<file path="config.mk">
export PLATFORM = sky130hd
export DESIGN_NAME = d_cache_responder
export DESIGN_NICKNAME = d
export VERILOG_FILES = /design/src/rtl/mips_core_pkg.sv /design/src/rtl/dc_tag_data_array.sv /design/src/rtl/d_cache_responder.sv
export SDC_FILE = /design/constraint.sdc
export NUM_CORES = 2
export LEC_CHECK = 0
export CAP_MARGIN = 40
export CORE_MARGIN = 2
export CORE_UTILIZATION = 65
export DETAILED_ROUTE_END_ITERATION = 16
export PLACE_DENSITY = 0.82
export RECOVER_POWER = 100
export SYNTH_ARGS = -nofsm -noshare
export SYNTH_HDL_FRONTEND = slang
export SYNTH_SLANG_ARGS = --single-unit
</file>
<file path="constraint.sdc">
create_clock -name clk -period 13.42 [get_ports clk]
set_clock_uncertainty 0.15 [all_clocks]
set_input_delay 2.684 -clock clk [delete_from_list [all_inputs] [get_ports clk]]
set_output_delay 2.684 -clock clk [all_outputs]
set_load 0.01 [all_outputs]
</file>
<file path="src/rtl/mips_core_pkg.sv">
// Shared core definitions: memory access kinds and data-cache geometry/FSM encoding.
package mips_core_pkg;

  localparam int DC_INDEX_BITS  = 4;
  localparam int DC_OFFSET_BITS = 2;

  typedef enum logic {
    READ  = 1'b0,
    WRITE = 1'b1
  } MemAccessType;

  typedef enum logic [1:0] {
    IDLE        = 2'd0,
    REFILL_REQ  = 2'd1,
    REFILL_WAIT = 2'd2
  } dc_state_t;

endpackage

</file>
<file path="src/rtl/dc_tag_data_array.sv">
// Valid/tag/data storage for the direct-mapped data cache; combinational read, registered writes.
module dc_tag_data_array
  import mips_core_pkg::*;
#(
  parameter int INDEX_BITS  = DC_INDEX_BITS,
  parameter int OFFSET_BITS = DC_OFFSET_BITS,
  parameter int CTAG_W      = 24,
  parameter int DATA_WIDTH  = 32
) (
  input  logic                   clk,
  input  logic                   rst_n,
  input  logic [INDEX_BITS-1:0]  rd_index,
  input  logic [OFFSET_BITS-1:0] rd_offset,
  output logic                   rd_valid,
  output logic [CTAG_W-1:0]      rd_tag,
  output logic [DATA_WIDTH-1:0]  rd_data,
  input  logic                   wr_en,
  input  logic [INDEX_BITS-1:0]  wr_index,
  input  logic [OFFSET_BITS-1:0] wr_offset,
  input  logic [DATA_WIDTH-1:0]  wr_data,
  input  logic                   beat_en,
  input  logic [INDEX_BITS-1:0]  beat_index,
  input  logic [OFFSET_BITS-1:0] beat_offset,
  input  logic [DATA_WIDTH-1:0]  beat_data,
  input  logic                   set_en,
  input  logic [INDEX_BITS-1:0]  set_index,
  input  logic [CTAG_W-1:0]      set_tag,
  input  logic                   clr_en,
  input  logic [INDEX_BITS-1:0]  clr_index
);

  localparam int LINES = 1 << INDEX_BITS;
  localparam int WORDS = 1 << OFFSET_BITS;

  logic [LINES-1:0]      valid_q;
  logic [CTAG_W-1:0]     tag_q  [LINES];
  logic [DATA_WIDTH-1:0] data_q [LINES][WORDS];

  assign rd_valid = valid_q[rd_index];
  assign rd_tag   = tag_q[rd_index];
  assign rd_data  = data_q[rd_index][rd_offset];

  always_ff @(posedge clk or negedge rst_n) begin
    if (!rst_n) begin
      valid_q <= '0;
    end else begin
      if (clr_en) valid_q[clr_index] <= 1'b0;
      if (set_en) valid_q[set_index] <= 1'b1;
    end
  end

  // Tag and data contents are only meaningful behind a set valid bit, so they carry no reset.
  always_ff @(posedge clk) begin
    if (wr_en)   data_q[wr_index][wr_offset]     <= wr_data;
    if (beat_en) data_q[beat_index][beat_offset] <= beat_data;
    if (set_en)  tag_q[set_index]                <= set_tag;
  end

endmodule

</file>
<file path="src/rtl/d_cache_responder.sv">
// Direct-mapped, write-through, no-write-allocate data cache answering the reservation-station request channel.
module d_cache_responder
  import mips_core_pkg::*;
#(
  parameter int ADDR_WIDTH  = 32,
  parameter int DATA_WIDTH  = 32,
  parameter int TAG_WIDTH   = 4,
  parameter int INDEX_BITS  = DC_INDEX_BITS,
  parameter int OFFSET_BITS = DC_OFFSET_BITS
) (
  input  logic                  clk,
  input  logic                  rst_n,
  input  logic                  req_valid,
  input  logic                  req_write,
  input  logic [ADDR_WIDTH-1:0] req_addr,
  input  logic [DATA_WIDTH-1:0] req_data,
  input  logic [TAG_WIDTH-1:0]  req_tag,
  input  logic                  flush,
  output logic                  req_stall,
  output logic                  ld_done_valid,
  output logic [TAG_WIDTH-1:0]  ld_done_tag,
  output logic [DATA_WIDTH-1:0] ld_done_data,
  output logic                  mem_req_valid,
  input  logic                  mem_req_ready,
  output logic                  mem_req_write,
  output logic [ADDR_WIDTH-1:0] mem_req_addr,
  output logic [DATA_WIDTH-1:0] mem_req_data,
  input  logic                  mem_rsp_valid,
  input  logic [DATA_WIDTH-1:0] mem_rsp_data
);

  localparam int CTAG_W = ADDR_WIDTH - INDEX_BITS - OFFSET_BITS - 2;

  dc_state_t              state, state_d;
  logic [OFFSET_BITS-1:0] beat_cnt;
  logic [INDEX_BITS-1:0]  fill_index;
  logic [CTAG_W-1:0]      fill_tag;

  MemAccessType           req_kind;
  logic [OFFSET_BITS-1:0] addr_offset;
  logic [INDEX_BITS-1:0]  addr_index;
  logic [CTAG_W-1:0]      addr_tag;
  logic                   rd_valid;
  logic [CTAG_W-1:0]      rd_tag;
  logic [DATA_WIDTH-1:0]  rd_data;
  logic                   hit, load_hit, store_hit_wr, beat_en, last_beat, clr_en;

  assign req_kind    = MemAccessType'(req_write);
  assign addr_offset = req_addr[OFFSET_BITS+1:2];
  assign addr_index  = req_addr[INDEX_BITS+OFFSET_BITS+1:OFFSET_BITS+2];
  assign addr_tag    = req_addr[ADDR_WIDTH-1:INDEX_BITS+OFFSET_BITS+2];

  assign hit          = rd_valid && (rd_tag == addr_tag);
  assign load_hit     = (state == IDLE) && req_valid && (req_kind == READ) && hit;
  assign store_hit_wr = (state == IDLE) && req_valid && (req_kind == WRITE) && mem_req_ready && hit;
  assign beat_en      = (state == REFILL_WAIT) && mem_rsp_valid;
  assign last_beat    = beat_en && (beat_cnt == '1);
  assign clr_en       = (state == REFILL_REQ) && mem_req_ready;

  dc_tag_data_array #(
    .INDEX_BITS (INDEX_BITS),
    .OFFSET_BITS(OFFSET_BITS),
    .CTAG_W     (CTAG_W),
    .DATA_WIDTH (DATA_WIDTH)
  ) u_array (
    .clk        (clk),
    .rst_n      (rst_n),
    .rd_index   (addr_index),
    .rd_offset  (addr_offset),
    .rd_valid   (rd_valid),
    .rd_tag     (rd_tag),
    .rd_data    (rd_data),
    .wr_en      (store_hit_wr),
    .wr_index   (addr_index),
    .wr_offset  (addr_offset),
    .wr_data    (req_data),
    .beat_en    (beat_en),
    .beat_index (fill_index),
    .beat_offset(beat_cnt),
    .beat_data  (mem_rsp_data),
    .set_en     (last_beat),
    .set_index  (fill_index),
    .set_tag    (fill_tag),
    .clr_en     (clr_en),
    .clr_index  (fill_index)
  );

  always_comb begin
    state_d       = state;
    req_stall     = 1'b0;
    mem_req_valid = 1'b0;
    mem_req_write = 1'b0;
    mem_req_addr  = '0;
    mem_req_data  = '0;
    case (state)
      IDLE: begin
        if (req_valid && (req_kind == WRITE)) begin
          mem_req_valid = 1'b1;
          mem_req_write = 1'b1;
          mem_req_addr  = req_addr;
          mem_req_data  = req_data;
          req_stall     = !mem_req_ready;
        end else if (req_valid && !hit) begin
          req_stall = 1'b1;
          state_d   = REFILL_REQ;
        end
      end
      REFILL_REQ: begin
        mem_req_valid = 1'b1;
        mem_req_addr  = {fill_tag, fill_index, {(OFFSET_BITS+2){1'b0}}};
        req_stall     = 1'b1;
        if (mem_req_ready) state_d = REFILL_WAIT;
      end
      REFILL_WAIT: begin
        req_stall = 1'b1;
        if (last_beat) state_d = IDLE;
      end
      default: state_d = IDLE;
    endcase
  end

  always_ff @(posedge clk or negedge rst_n) begin
    if (!rst_n) begin
      state         <= IDLE;
      beat_cnt      <= '0;
      ld_done_valid <= 1'b0;
      ld_done_tag   <= '0;
      ld_done_data  <= '0;
    end else begin
      state         <= state_d;
      ld_done_valid <= load_hit && !flush;
      if (beat_en) beat_cnt <= beat_cnt + 1'b1;
      if (load_hit) begin
        ld_done_tag  <= req_tag;
        ld_done_data <= rd_data;
      end
    end
  end

  // The miss line is captured from the held request so a flushed, dropped request cannot redirect the refill.
  always_ff @(posedge clk) begin
    if ((state == IDLE) && (state_d == REFILL_REQ)) begin
      fill_index <= addr_index;
      fill_tag   <= addr_tag;
    end
  end

endmodule

</file>
* Word level (Yosys, flattened, before mapping)
Memory sizes are Yosys's and may differ from the RTL's.
Cells that the tools add are included.
** Word-level totals
- Flip-flop bits (word level) :: 85
- RAM bits :: 2432
- Input bits :: 107
- Output and inout port bits :: 104
- Word-level logic and storage cells :: 89
- Memories kept :: 2
** Memories
- u_array.data_q :: words 16, width 128, read ports 1, clocked after memory_dff 0, wr ports 1, RTL line dc_tag_data_array.sv:37 : logic [DATA_WIDTH-1:0] data_q [LINES][WORDS];
- u_array.tag_q :: words 16, width 24, read ports 1, clocked after memory_dff 0, wr ports 1, RTL line dc_tag_data_array.sv:36 : logic [CTAG_W-1:0] tag_q [LINES];
** Cells by class
- $add $sub $neg :: 1
- Magnitude comparators :: 7
- Equality and inequality tests :: 5
- Mux-type cells :: 37
- Bitwise gates (word level) :: 6
- Reductions and logical operators :: 23
** Operators by type and width (count)
- 2-to-1 mux 128 bit :: 4
- 2-to-1 mux 32 bit :: 7
- demux 32 bit (select 2 bit) :: 2
- OR reduction 128 bit :: 1
- binary-select mux 32 bit (select 2 bit) :: 1
- one-hot mux 32 bit (2 select lines) :: 1
- 2-to-1 mux 16 bit :: 2
- equality test 24 bit :: 1
- logical AND 1 bit :: 17
- AND 16 bit :: 1
- NOT 16 bit :: 1
- OR 16 bit :: 1
- less-than comparator 4 x 5 -> 1 bit, second input constant :: 2
- 2-to-1 mux 1 bit :: 10
- 2-to-1 mux 2 bit :: 4
- greater-or-equal comparator 3 bit, second input constant :: 2
- less-than comparator 3 x 1 -> 1 bit, second input constant :: 2
- NOT 2 -> 3 bit :: 2
- one-hot mux 2 bit (3 select lines) :: 1
- binary-select mux 1 bit (select 4 bit) :: 1
- demux 1 bit (select 4 bit) :: 1
- equality test 2 x 1 -> 1 bit, second input constant :: 2
- equality test 2 bit, second input constant :: 2
- greater-or-equal comparator 4 x 1 -> 1 bit, second input constant :: 1
- 7 further kinds :: 10

* Longest topological paths before layout
- Depth in word-level cells :: 10
- Gate-level depth with buffers :: 15
- Mapped depth without buffers :: 10

* By module
From an unflattened synthesis, not the netlist that was laid out.
** Second synthesis, totals
- Cells, all modules :: 6951
- Area, all modules :: 123211.9 sq um
** By module, submodules not included
- dc_tag_data_array :: times used 1, cells an instance 6696, area each 119731.1 sq um
- d_cache_responder :: times used 1, cells an instance 255, area each 3480.8 sq um

* Worst setup path after synthesis
OpenSTA, ideal clock, no wires.
- Path kind :: input to output
- From :: in req_addr[6]
- To :: out req_stall
- Arrival time :: 5412 ps
- Setup slack :: 5174 ps
- Stages on the path :: 13
- Buffers on the path :: 8
- Cell sequence :: buf_6 -> buf_12 -> buf_6 -> buf_4 -> buf_2 -> clkbuf_1 -> clkbuf_1 -> buf_1 -> o21ai_0 -> nand4_1 -> nor4b_2 -> and2_1 -> o32ai_1
** On the way
- Longest elaborated chain between the ends :: 8
- Elaborated cells on any way between the ends :: 10
- Classes of those cells :: eq/ne (1); mux (5); reduce/logical (3); memory (1)
** Ends and longest elaborated chain
- start: declaration :: RTL line d_cache_responder.sv:15 : input logic [ADDR_WIDTH-1:0] req_addr,
- memory read (16 x 24 bit) or binary-select mux 1 bit (select 4 bit) (tied branches)
- equality test 24 bit or 2-to-1 mux 1 bit (tied branches) :: RTL line d_cache_responder.sv:53, dc_tag_data_array.sv:39
- logical AND 1 bit (*) :: RTL line d_cache_responder.sv:53 : assign hit = rd_valid && (rd_tag == addr_tag);
- logical NOT 1 bit (*) :: RTL line d_cache_responder.sv:103 : end else if (req_valid && !hit) begin
- logical AND 1 bit (*) :: RTL line d_cache_responder.sv:103
- 2-to-1 mux 1 bit (*) :: RTL line d_cache_responder.sv:103
- 2-to-1 mux 1 bit (*) :: RTL line d_cache_responder.sv:97 : if (req_valid && (req_kind == WRITE)) begin
- one-hot mux 1 bit (2 select lines) (*) :: RTL line d_cache_responder.sv:95 : case (state)
- end: declaration :: RTL line d_cache_responder.sv:19 : output logic req_stall,
Every way passes the cells marked *; elsewhere a longest branch is shown, timed or not. The select of a mux whose other input is x is not followed.

* Worst setup path in the final report
- From :: in req_addr[7]
- To :: mem u_array.data_q[12][60] in the netlist's numbering, enable pin
** On the way
- Longest elaborated chain between the ends :: 7
- Elaborated cells on any way between the ends :: 10
- Classes of those cells :: eq/ne (1); mux (6); reduce/logical (2); memory (1)
** Ends and longest elaborated chain
- memory read (16 x 24 bit) or binary-select mux 1 bit (select 4 bit) (tied branches)
- equality test 24 bit or 2-to-1 mux 1 bit (tied branches) :: RTL line d_cache_responder.sv:53, dc_tag_data_array.sv:39
- logical AND 1 bit :: RTL line d_cache_responder.sv:53
- logical AND 1 bit :: RTL line d_cache_responder.sv:55 : assign store_hit_wr = (state == IDLE) && req_valid && (req_kind == WRITE) && mem_req_ready && hit;
- 2-to-1 mux 1 bit :: RTL line dc_tag_data_array.sv:54 : if (wr_en) data_q[wr_index][wr_offset] <= wr_data;
- 2-to-1 mux 128 bit (implied by the code) :: RTL line dc_tag_data_array.sv:54
- 2-to-1 mux 128 bit (no source line)
- end: declaration :: RTL line dc_tag_data_array.sv:37
Several ways; a longest one is shown, not always the timed one. The select of a mux whose other input is x is not followed.

==> out/results.tsv <==
stage	metric	value	unit
pwr	power_leakage	0.0348	uW
pwr	vdd_drop_max	0.000154	V
place	place_inst	6297	
routing	drtPass1Iterations	8	
worst_setup_path	cp.depth	11	
flow_run	cap_violations	116	
clocking	post_cts_resized	0	
worst_setup_path	cpPeakStageDelay	2.55	ns
worst_setup_path	path_buf_inv	3	
worst_setup_path	crit_end	u_array.data_q[12][60]$_DFFE_PP_	
sta	maxSlewViolCount	3969	
run_status	status	complete, but fails checks	
worst_setup_path	r2r_cells	12	
synthesis	syn_area	97700	um2
worst_setup_path	cp-start-kind	input port	
worst_setup_path	rr_endpoint	u_array.data_q[11][28]$_DFFE_PP_	
synthesis	yosysWarningCount	0	
place	post_dp_cell_area	104000	um2
floorplan	core_area	150000	um2
floorplan	io_pins	211	
final_layout	fin_cells	6736	
sta	hold_viol_final	0	
final_layout	fillers	7507	
floorplan	rows	142	
routing	drt-total-wl	290000	um
worst_setup_path	crit_required	13.62	ns
final_layout	drive_gt1_frac	0.262	
routing	remaining_drc_errors	0	
global_route	grt_max_degree	142	
sta	min_period_over_period	0.899	
worst_setup_path	critPathArrivalTime	12.27	ns
synthesis	post-synth-top-area-fraction	0.756	
worst_setup_path	worstReg2RegStart	state[1]$_DFF_PN0_	
synthesis	synth.avg_cell_area	23.7	um2
floorplan	die_h	392	um
clocking	clk_latency	0.89	ns
place	gp_routability_congestion	0.871	
synthesis	ys_ff_latch	2517	
worst_setup_path	worstPathMaxFanout	60	
synthesis	async_flop_share	0.0226	
global_route	grtUsageTotal	0.386	
synthesis	synth_top_cell_by_area	edfxtp_1	
synthesis	ys_seq_area_frac	0.771	
clocking	clock_sinks	2517	
sta	rsz0062_at_grt	false	
clocking	cts_setup_buffers	0	
synthesis	synth_edf_count	2460	
worst_hold_path	holdCritPathClass	register to register	
clocking	clockRootBuffer	clkbuf_16	
clocking	cts_hold_buf	0	
sta	tightest_slew	4.12	ns
clocking	cts_tree	built	
synthesis	yosysMostFrequentCell	edfxtp_1	
place	dp_hpwl	143000	um
floorplan	start_util	0.653	
clocking	clock_path_buffers	3	
sta	relSlewSlack	-1.74	
floorplan	die_area	153000	um2
clocking	numCtsBuffers	232	
global_route	grt_pass1_vias	51900	
worst_setup_path	worstSetupPathType	input port to register	
synthesis	synthTopCellsByArea	edfxtp_1 (76%), mux4_2 (17%), dfrtp_1 (1.5%), nand2_1 (0.58%), mux4_1 (0.54%)	
sta	hold_ws	0.383	ns
synthesis	syn-num-nets	4242	
worst_setup_path	crit_slowest_cell	clkbuf_1	
final_layout	multiInputGateArea	21600	um2
clocking	path_clk_slew	0.07	ns
final_layout	area_growth	13.0	%
routing	postRouteAntennaNets	0	
floorplan	die_w	392	um
pwr	powerDensity	158	nW/um2
routing	wl_per_cell	43.0	um
sta	max_freq	82.9	MHz
final_layout	nNetsFinal	4635	
clocking	htreeDepth	4	
sta	setup_viol_count_final	0	
run_status	violations	capacitance limit, slew limit	
synthesis	synth_cell_types	63	
worst_setup_path	cp-startpoint	req_addr[7]	
worst_setup_path	worst_setup_path_end_kind	register	
routing	viasPerCell	7.64	
sta	tns	0	ns
global_route	antenna_found_initial	15	
routing	routed-via-count	51500	
final_layout	seqCellArea	75300	um2
final_layout	final_area	110000	um2
synthesis	yosys-top-cells-count	edfxtp_1 (2460), mux4_2 (736), nand2_1 (150)	
synthesis	synthCells	4127	
sta	fin_crit	12.07	ns
worst_setup_path	crit_family	buffers and inverters	
global_route	overflow	0	
worst_setup_path	crit_top_cell	clkbuf_1	
synthesis	synth_flop_cell	edfxtp_1	
worst_setup_path	ff2ff_setup_slack	3.65	ns
global_route	grt_first_pass_wirelength	403000	um
place	portBuffers	210	
routing	drt_iter0_drc	9611	
worst_setup_path	worstPathCellList	clkbuf_1 > nor2b_1 > a22oi_1 > a21oi_1 > or4b_1 > or4_1 > nor4b_2 > nand3_1 > clkbuf_1 > a21oi_4 > clkbuf_1	
## logic make-up after synthesis
family                     share of synthesized area
DFF                                            0.771
adders and majority gates                    0.00102
and+or+nand+nor                               0.0151
muxes                                          0.187
AOI/OAI and AO/OA                             0.0119
buffers and inverters                         0.0118
xor gates and xnor gates                     0.00278
## worst register-to-register path, delay by kind of cell, from the launching register on
kind / cells / cell delay [ns]
AO/OA/AOI/OAI: 2 / 0.33
adder cells (fa/ha/maj): 1 / 0.33
buffers and inverters: 4 / 4.57
flip-flops: 1 / 0.43
AND/OR/NAND/NOR: 5 / 3.50
## stage by stage
step           utilization  total power (uW)  setup slack, ns
2_1_floorplan            -             10200             5.17
3_3_place_gp         0.689             10700             3.32
3_5_place_dp         0.695             10900             3.35
4_1_cts              0.745             17500             3.07
5_1_grt              0.738             17800             1.46
6_report             0.738             17500             1.35
## layout by cell type, fill, tap and decap left out, types with 29 or more instances in the layout
cell and count:
mux4_2 736, clkbuf_1 155, mux2i_1 50, clkbuf_16 232, nor2_1 33, buf_4 48, o21ai_0 43, clkinv_1 41
nand2_1 141, clkdlybuf4s50_1 101, dfrtp_1 57, a21oi_4 39, clkinv_2 44, edfxtp_1 2460, dlygate4sd3_1 102, mux2_1 29
a22o_1 29
## final cells by class
class | count | share of cell area
clock inverters | 128 | 0.0120
flip-flops and latches | 2517 | 0.682
multi-input cells | 1379 | 0.196
repair buffers | 380 | 0.0297
clock buffers | 302 | 0.0566
well taps | 2016 | 0.0229
inverters | 10 | 0.000340
diodes | 4 | 0.0000907
## worst min path at each step
stage,startpoint,to,slack [ns],depth (start not counted)
2_1_floorplan,u_array.valid_q[4]$_DFF_PN0_,u_array.valid_q[4]$_DFF_PN0_,0.32,2
6_report,u_array.valid_q[8]$_DFF_PN0_,u_array.valid_q[8]$_DFF_PN0_,0.38,2
3_5_place_dp,u_array.valid_q[5]$_DFF_PN0_,u_array.valid_q[5]$_DFF_PN0_,0.35,2
5_1_grt,ld_done_data[0]$_DFFE_PN0P_,ld_done_data[0]$_DFFE_PN0P_,0.41,1
3_3_place_gp,u_array.valid_q[0]$_DFF_PN0_,u_array.valid_q[0]$_DFF_PN0_,0.33,2
4_1_cts,u_array.valid_q[8]$_DFF_PN0_,u_array.valid_q[8]$_DFF_PN0_,0.38,2
## power by group
part           internal [uW]  switching [uW]  leakage, uW  total (uW)
registers               9150             142       0.0229        9290
clock network           3630            3050      0.00369        6680
logic                    469            1050      0.00815        1520
total                  13200            4250       0.0348       17500
## routing by layer
metal	wire length, um	part of all wire	GRT usage
met1	88000	0.30	0.490
met2	141000	0.49	0.614
met3	38600	0.13	0.0981
met4	22300	0.077	0.226
met5	142	0.00049	0
## sequential cells by signal, indices dropped and copies added, names as in the netlist, 2 cells and up
name	cells
u_array.tag_q	384
u_array.valid_q	16
fill_index	4
beat_cnt	2
u_array.data_q	2048
ld_done_data	32
fill_tag	24
ld_done_tag	4
state	2
(Power assumes the default switching activity.)
